`config.mk`:
```
export PLATFORM = sky130hd
export DESIGN_NAME = instruction_encoder
export DESIGN_NICKNAME = d
export VERILOG_FILES = /design/src/rtl/instruction_encoder.sv
export SDC_FILE = /design/constraint.sdc
export NUM_CORES = 1
export LEC_CHECK = 0
export ABC_AREA = 1
export BUFFER_PORTS_ARGS = -buffer_cell sky130_fd_sc_hd__buf_2
export CELL_PAD_IN_SITES_DETAIL_PLACEMENT = 1
export CELL_PAD_IN_SITES_GLOBAL_PLACEMENT = 1
export CORE_MARGIN = 2
export CORE_UTILIZATION = 39
export CTS_BUF_LIST = sky130_fd_sc_hd__clkbuf_8
export DETAILED_ROUTE_END_ITERATION = 8
export PLACE_DENSITY = 0.85
export RECOVER_POWER = 100
export SKIP_LAST_GASP = 1
export SLEW_MARGIN = 20
export SYNTH_ARGS = -nofsm -noshare
export SYNTH_HDL_FRONTEND = slang
export SYNTH_SLANG_ARGS = --single-unit
```
`constraint.sdc`:
```
create_clock -name clk -period 2.9 [get_ports clk]
set_input_delay 0.435 -clock clk [delete_from_list [all_inputs] [get_ports clk]]
set_output_delay 0.435 -clock clk [all_outputs]
set_load 0.03 [all_outputs]
```
`src/rtl/instruction_encoder.sv`:
```
// RV32I field-to-word encoder with LI expansion into LUI+ADDI and immediate range checking.
// Latency 1 cycle; single registered output stage, in_ready drops while the output is stalled or an LI tail is pending.
module instruction_encoder #(
  parameter int ILEN        = 32,
  parameter int XLEN        = 32,
  parameter bit RANGE_CHECK = 1'b1
) (
  input  logic            clk,
  input  logic            reset,
  input  logic            in_valid,
  output logic            in_ready,
  input  logic [2:0]      in_fmt,
  input  logic [6:0]      in_opcode,
  input  logic [4:0]      in_rd,
  input  logic [4:0]      in_rs1,
  input  logic [4:0]      in_rs2,
  input  logic [2:0]      in_funct3,
  input  logic [6:0]      in_funct7,
  input  logic [XLEN-1:0] in_imm,
  output logic            out_valid,
  input  logic            out_ready,
  output logic [ILEN-1:0] out_instr,
  output logic            out_last,
  output logic            err
);

  localparam logic [2:0] FMT_R = 3'd0, FMT_I = 3'd1, FMT_S = 3'd2, FMT_B = 3'd3,
                         FMT_U = 3'd4, FMT_J = 3'd5, FMT_LI = 3'd6;
  localparam logic [6:0] OP_IMM = 7'b0010011, OP_LUI = 7'b0110111;

  typedef enum logic {IDLE, SECOND} state_t;

  state_t      state, state_nxt;
  logic        valid_nxt, last_nxt, err_nxt;
  logic [31:0] instr_nxt;
  logic [4:0]  pend_rd, pend_rd_nxt;
  logic [11:0] pend_lo, pend_lo_nxt;

  logic [31:0] imm, li_sum, enc;
  logic [19:0] li_hi;
  logic        fits12, fits13, fits21, bad, out_free, accept;

  assign imm    = in_imm[31:0];
  assign fits12 = (&imm[31:11]) | ~(|imm[31:11]);
  assign fits13 = (&imm[31:12]) | ~(|imm[31:12]);
  assign fits21 = (&imm[31:20]) | ~(|imm[31:20]);
  // Rounding up by 0x800 compensates for ADDI sign-extending its 12-bit low part.
  assign li_sum = imm + 32'h0000_0800;
  assign li_hi  = li_sum[31:12];

  always_comb begin
    bad = 1'b0;
    enc = '0;
    case (in_fmt)
      FMT_R: enc = {in_funct7, in_rs2, in_rs1, in_funct3, in_rd, in_opcode};
      FMT_I: begin
        enc = {imm[11:0], in_rs1, in_funct3, in_rd, in_opcode};
        bad = RANGE_CHECK && !fits12;
      end
      FMT_S: begin
        enc = {imm[11:5], in_rs2, in_rs1, in_funct3, imm[4:0], in_opcode};
        bad = RANGE_CHECK && !fits12;
      end
      FMT_B: begin
        enc = {imm[12], imm[10:5], in_rs2, in_rs1, in_funct3, imm[4:1], imm[11], in_opcode};
        bad = RANGE_CHECK && (!fits13 || imm[0]);
      end
      FMT_U: begin
        enc = {imm[31:12], in_rd, in_opcode};
        bad = RANGE_CHECK && (imm[11:0] != 12'd0);
      end
      FMT_J: begin
        enc = {imm[20], imm[10:1], imm[11], imm[19:12], in_rd, in_opcode};
        bad = RANGE_CHECK && (!fits21 || imm[0]);
      end
      FMT_LI: begin
        if (fits12) enc = {imm[11:0], 5'd0, 3'b000, in_rd, OP_IMM};
        else        enc = {li_hi, in_rd, OP_LUI};
      end
      default: bad = 1'b1;
    endcase
  end

  assign out_free = !out_valid || out_ready;
  assign in_ready = !reset && (state == IDLE) && out_free;
  assign accept   = in_valid && in_ready;

  always_comb begin
    state_nxt   = state;
    valid_nxt   = out_valid && !out_ready;
    instr_nxt   = out_instr;
    last_nxt    = out_last;
    err_nxt     = 1'b0;
    pend_rd_nxt = pend_rd;
    pend_lo_nxt = pend_lo;
    case (state)
      SECOND: begin
        if (out_free) begin
          valid_nxt = 1'b1;
          instr_nxt = {pend_lo, pend_rd, 3'b000, pend_rd, OP_IMM};
          last_nxt  = 1'b1;
          state_nxt = IDLE;
        end
      end
      default: begin
        if (accept) begin
          if (bad) begin
            err_nxt = 1'b1;
          end else begin
            valid_nxt = 1'b1;
            instr_nxt = enc;
            last_nxt  = 1'b1;
            if (in_fmt == FMT_LI && !fits12 && imm[11:0] != 12'd0) begin
              last_nxt    = 1'b0;
              state_nxt   = SECOND;
              pend_rd_nxt = in_rd;
              pend_lo_nxt = imm[11:0];
            end
          end
        end
      end
    endcase
  end

  always_ff @(posedge clk) begin
    if (reset) begin
      state     <= IDLE;
      out_valid <= 1'b0;
      out_instr <= '0;
      out_last  <= 1'b0;
      err       <= 1'b0;
      pend_rd   <= '0;
      pend_lo   <= '0;
    end else begin
      state     <= state_nxt;
      out_valid <= valid_nxt;
      out_instr <= instr_nxt;
      out_last  <= last_nxt;
      err       <= err_nxt;
      pend_rd   <= pend_rd_nxt;
      pend_lo   <= pend_lo_nxt;
    end
  end

endmodule

```
==> impl_metrics.json <==
{
  "fmax_mhz": 395,
  "yosysSeqAreaShare": 0.272,
  "worstPathCellList": "inv_2, a21oi_1, clkbuf_2, nand3_1, nand2_1, nor2_1",
  "period_minus_slack_ns": 2.53,
  "grt_pass1_wl_um": 23400,
  "yosysWarnings": 0,
  "yosys.area_share.adder": 0.00643,
  "synthXorXnorAreaFrac": 0.0180,
  "path_buf_inv": 2,
  "cts_tree": "done",
  "crit_required_ns": 3.12,
  "antenna_found_initial": 0,
  "via_per_inst": 5.21,
  "power_density_mw_per_mm2": 385,
  "area_delta_synth_final_pct": 16.7,
  "synth_simple_gate_area_share": 0.443,
  "power.leakage_nw": 2.28,
  "cts_resized": 0,
  "setup_violations": 0,
  "synth_top_family_by_area": "simple AND/OR/NAND/NOR gates",
  "cpMaxStageDelayCell": "dfxtp_1",
  "postRouteAntennaNets": 0,
  "drive_above_1_share": 0.138,
  "rsz0062_at_grt": "no",
  "maxCapViolations": 0,
  "synth_nets": 762,
  "cts.path.max_buffers": 2,
  "synth_cell_types": 34,
  "hold_viol": 0,
  "grt_overflow_total": 0,
  "pre_cts_ws_ns": 0.223,
  "drc": 0,
  "min_path_cells": 2,
  "clock_tree.htree_level_count": 2,
  "fp.dieH_um": 104,
  "synth-compound-area-share": 0.152,
  "dp_hpwl_um": 11300,
  "nets": 853,
  "path_delay_family": "buffers and inverters",
  "setup_tns_ns": 0,
  "slew_violations": 0,
  "path_clk_slew_ns": 0.11,
  "rows": 36,
  "fp.dieArea_mm2": 0.0108,
  "register_area_mm2": 0.00106,
  "track_usage": 0.262,
  "drt_iter0_markers": 272,
  "worst_ep_arrival_time_ns": 2.75,
  "multi_input_area_mm2": 0.00240,
  "clock_sinks": 53,
  "slew_headroom": 0.491,
  "worst_slack_ns": 0.368,
  "io_pins": 107,
  "num-fill-cells": 1484,
  "portBuffers": 106,
  "ys_ff_latch": 53,
  "gp_congestion": 0.895,
  "grt_pass1_vias": 4873,
  "end_kind": "flip-flop",
  "vias": 4758,
  "grt_max_degree": 47,
  "root_buffer": "clkbuf_8",
  "cp-start-kind": "flip-flop",
  "clkLatencyLatePin_ns": 0.32,
  "p_total_mw": 1.75,
  "synth.avg_cell_area_um2": 5.65,
  "hold_class": "in -> reg",
  "min_period_over_period": 0.873,
  "initial_core_util": 0.400,
  "vdd_ir_drop_max_v": 0.000195,
  "synth.mux.area_fraction": 0,
  "critPathMaxFanout": 29,
  "fin_skew_ns": 0.00887,
  "cts_post_setup_buffers_inserted": 0,
  "die_w_um": 104,
  "fp.coreArea_mm2": 0.00973,
  "cts_buffers": 5,
  "path_depth": 6,
  "num_antenna_cells": 0,
  "postCtsHoldBufs": 0,
  "r2r_cells": 6,
  "synthesis.area_mm2": 0.00389,
  "drt-total-wl_um": 14200,
  "drtPass1Iterations": 5,
  "synthCells": 689,
  "outcome": "completed",
  "tightest_slew_ns": 0.763,
  "avgRoutedWirePerCell_um": 15.5,
  "slowest_delay_ns": 0.83,
  "critPathKind": "reg -> reg"
}
==> routing by layer <==
layer  global-route usage  wire length (um)  vias to the layer above
met2                0.469              7020                      128
met5                    0                 0                        -
met4               0.0637               244                        0
li1                     -                 -                     2369
met1                0.335              6250                     2238
met3               0.0313               638                       23
==> state kept, by name (all words and copies together) (netlist names) <==
name / count
out_instr: 32
err: 1
out_last: 1
state: 1
pend_rd: 5
out_valid: 1
pend_lo: 12
==> final timing paths <==
check	start	end	slack (ns)
hold reg to reg	out_last	out_last	0.46
hold / removal	reset	out_instr[2]	0.38
setup / recovery	state	out_instr[11]	0.37
setup reg to reg	state	out_instr[11]	0.37
==> cell families (layout without fill, tap and decap cells) <==
family / Yosys count / after routing
compound gates: 105 / 105
fa+ha+maj: 2 / 2
simple gates: 415 / 415
flops: 53 / 53
buf+inv: 106 / 198
xor+xnor: 8 / 8
==> cell type report <==
cell class / instances / share of cell area
Clock buffer: 6 / 0.0182
Sequential cell: 53 / 0.233
Tap cell: 133 / 0.0366
Multi-Input combinational cell: 530 / 0.528
Clock inverter: 2 / 0.00303
Inverter: 78 / 0.0647
Timing Repair Buffer: 112 / 0.116
==> report_power, final <==
part	switching (mW)	internal (mW)	total, mW
registers	0.0194	0.765	0.784
logic	0.357	0.154	0.510
clock network	0.260	0.194	0.455
total	0.637	1.11	1.75
==> per-stage QoR <==
step | area [um2] | hold WS [ns] | std cells | utilization
after floorplan | 3890 | 0.455 | 689 | -
after global placement | 4510 | 0.436 | 906 | 0.463
after detailed placement | 4510 | 0.443 | 906 | 0.463
after CTS | 4600 | 0.373 | 914 | 0.473
after global routing | 4540 | 0.382 | 914 | 0.467
final | 4540 | 0.377 | 914 | 0.467
==> synthesized netlist by cell type, drive strengths merged <==
cell type | n | share of area
a21boi | 2 | 0.0039
a21oi | 52 | 0.068
a221oi | 6 | 0.013
a22o | 1 | 0.0022
a22oi | 4 | 0.0077
and2 | 1 | 0.0016
buf | 14 | 0.020
clkbuf | 14 | 0.013
clkinv | 1 | 0.00096
dfxtp | 53 | 0.27
ha | 2 | 0.0064
inv | 77 | 0.074
nand2 | 233 | 0.23
nand3 | 44 | 0.057
nand3b | 2 | 0.0039
nand4 | 14 | 0.022
nor2 | 115 | 0.12
nor3 | 5 | 0.0064
o211ai | 3 | 0.0058
o21ai | 27 | 0.035
o22ai | 10 | 0.016
or2 | 1 | 0.0016
xnor2 | 1 | 0.0022
xor2 | 7 | 0.016
==> placed cells by master (no fill, tap or decap), types with 3 or more instances in the layout <==
| cell | synthesis | final |
|---|---|---|
| a21oi_1 | 51 | 52 |
| a221oi_1 | 6 | 6 |
| a22oi_1 | 4 | 4 |
| buf_2 | 11 | 70 |
| buf_4 | 1 | 4 |
| clkbuf_1 | 14 | 36 |
| clkbuf_8 | 0 | 6 |
| dfxtp_1 | 53 | 53 |
| inv_1 | 68 | 68 |
| inv_2 | 9 | 9 |
| nand2_1 | 225 | 226 |
| nand2_2 | 6 | 5 |
| nand3_1 | 44 | 44 |
| nand4_1 | 14 | 14 |
| nor2_1 | 108 | 109 |
| nor2_2 | 5 | 4 |
| nor3_1 | 5 | 5 |
| o211ai_1 | 3 | 3 |
| o21ai_0 | 14 | 26 |
| o22ai_1 | 10 | 10 |
| xor2_1 | 7 | 7 |
Note: power is estimated with default switching activity, not from simulation.
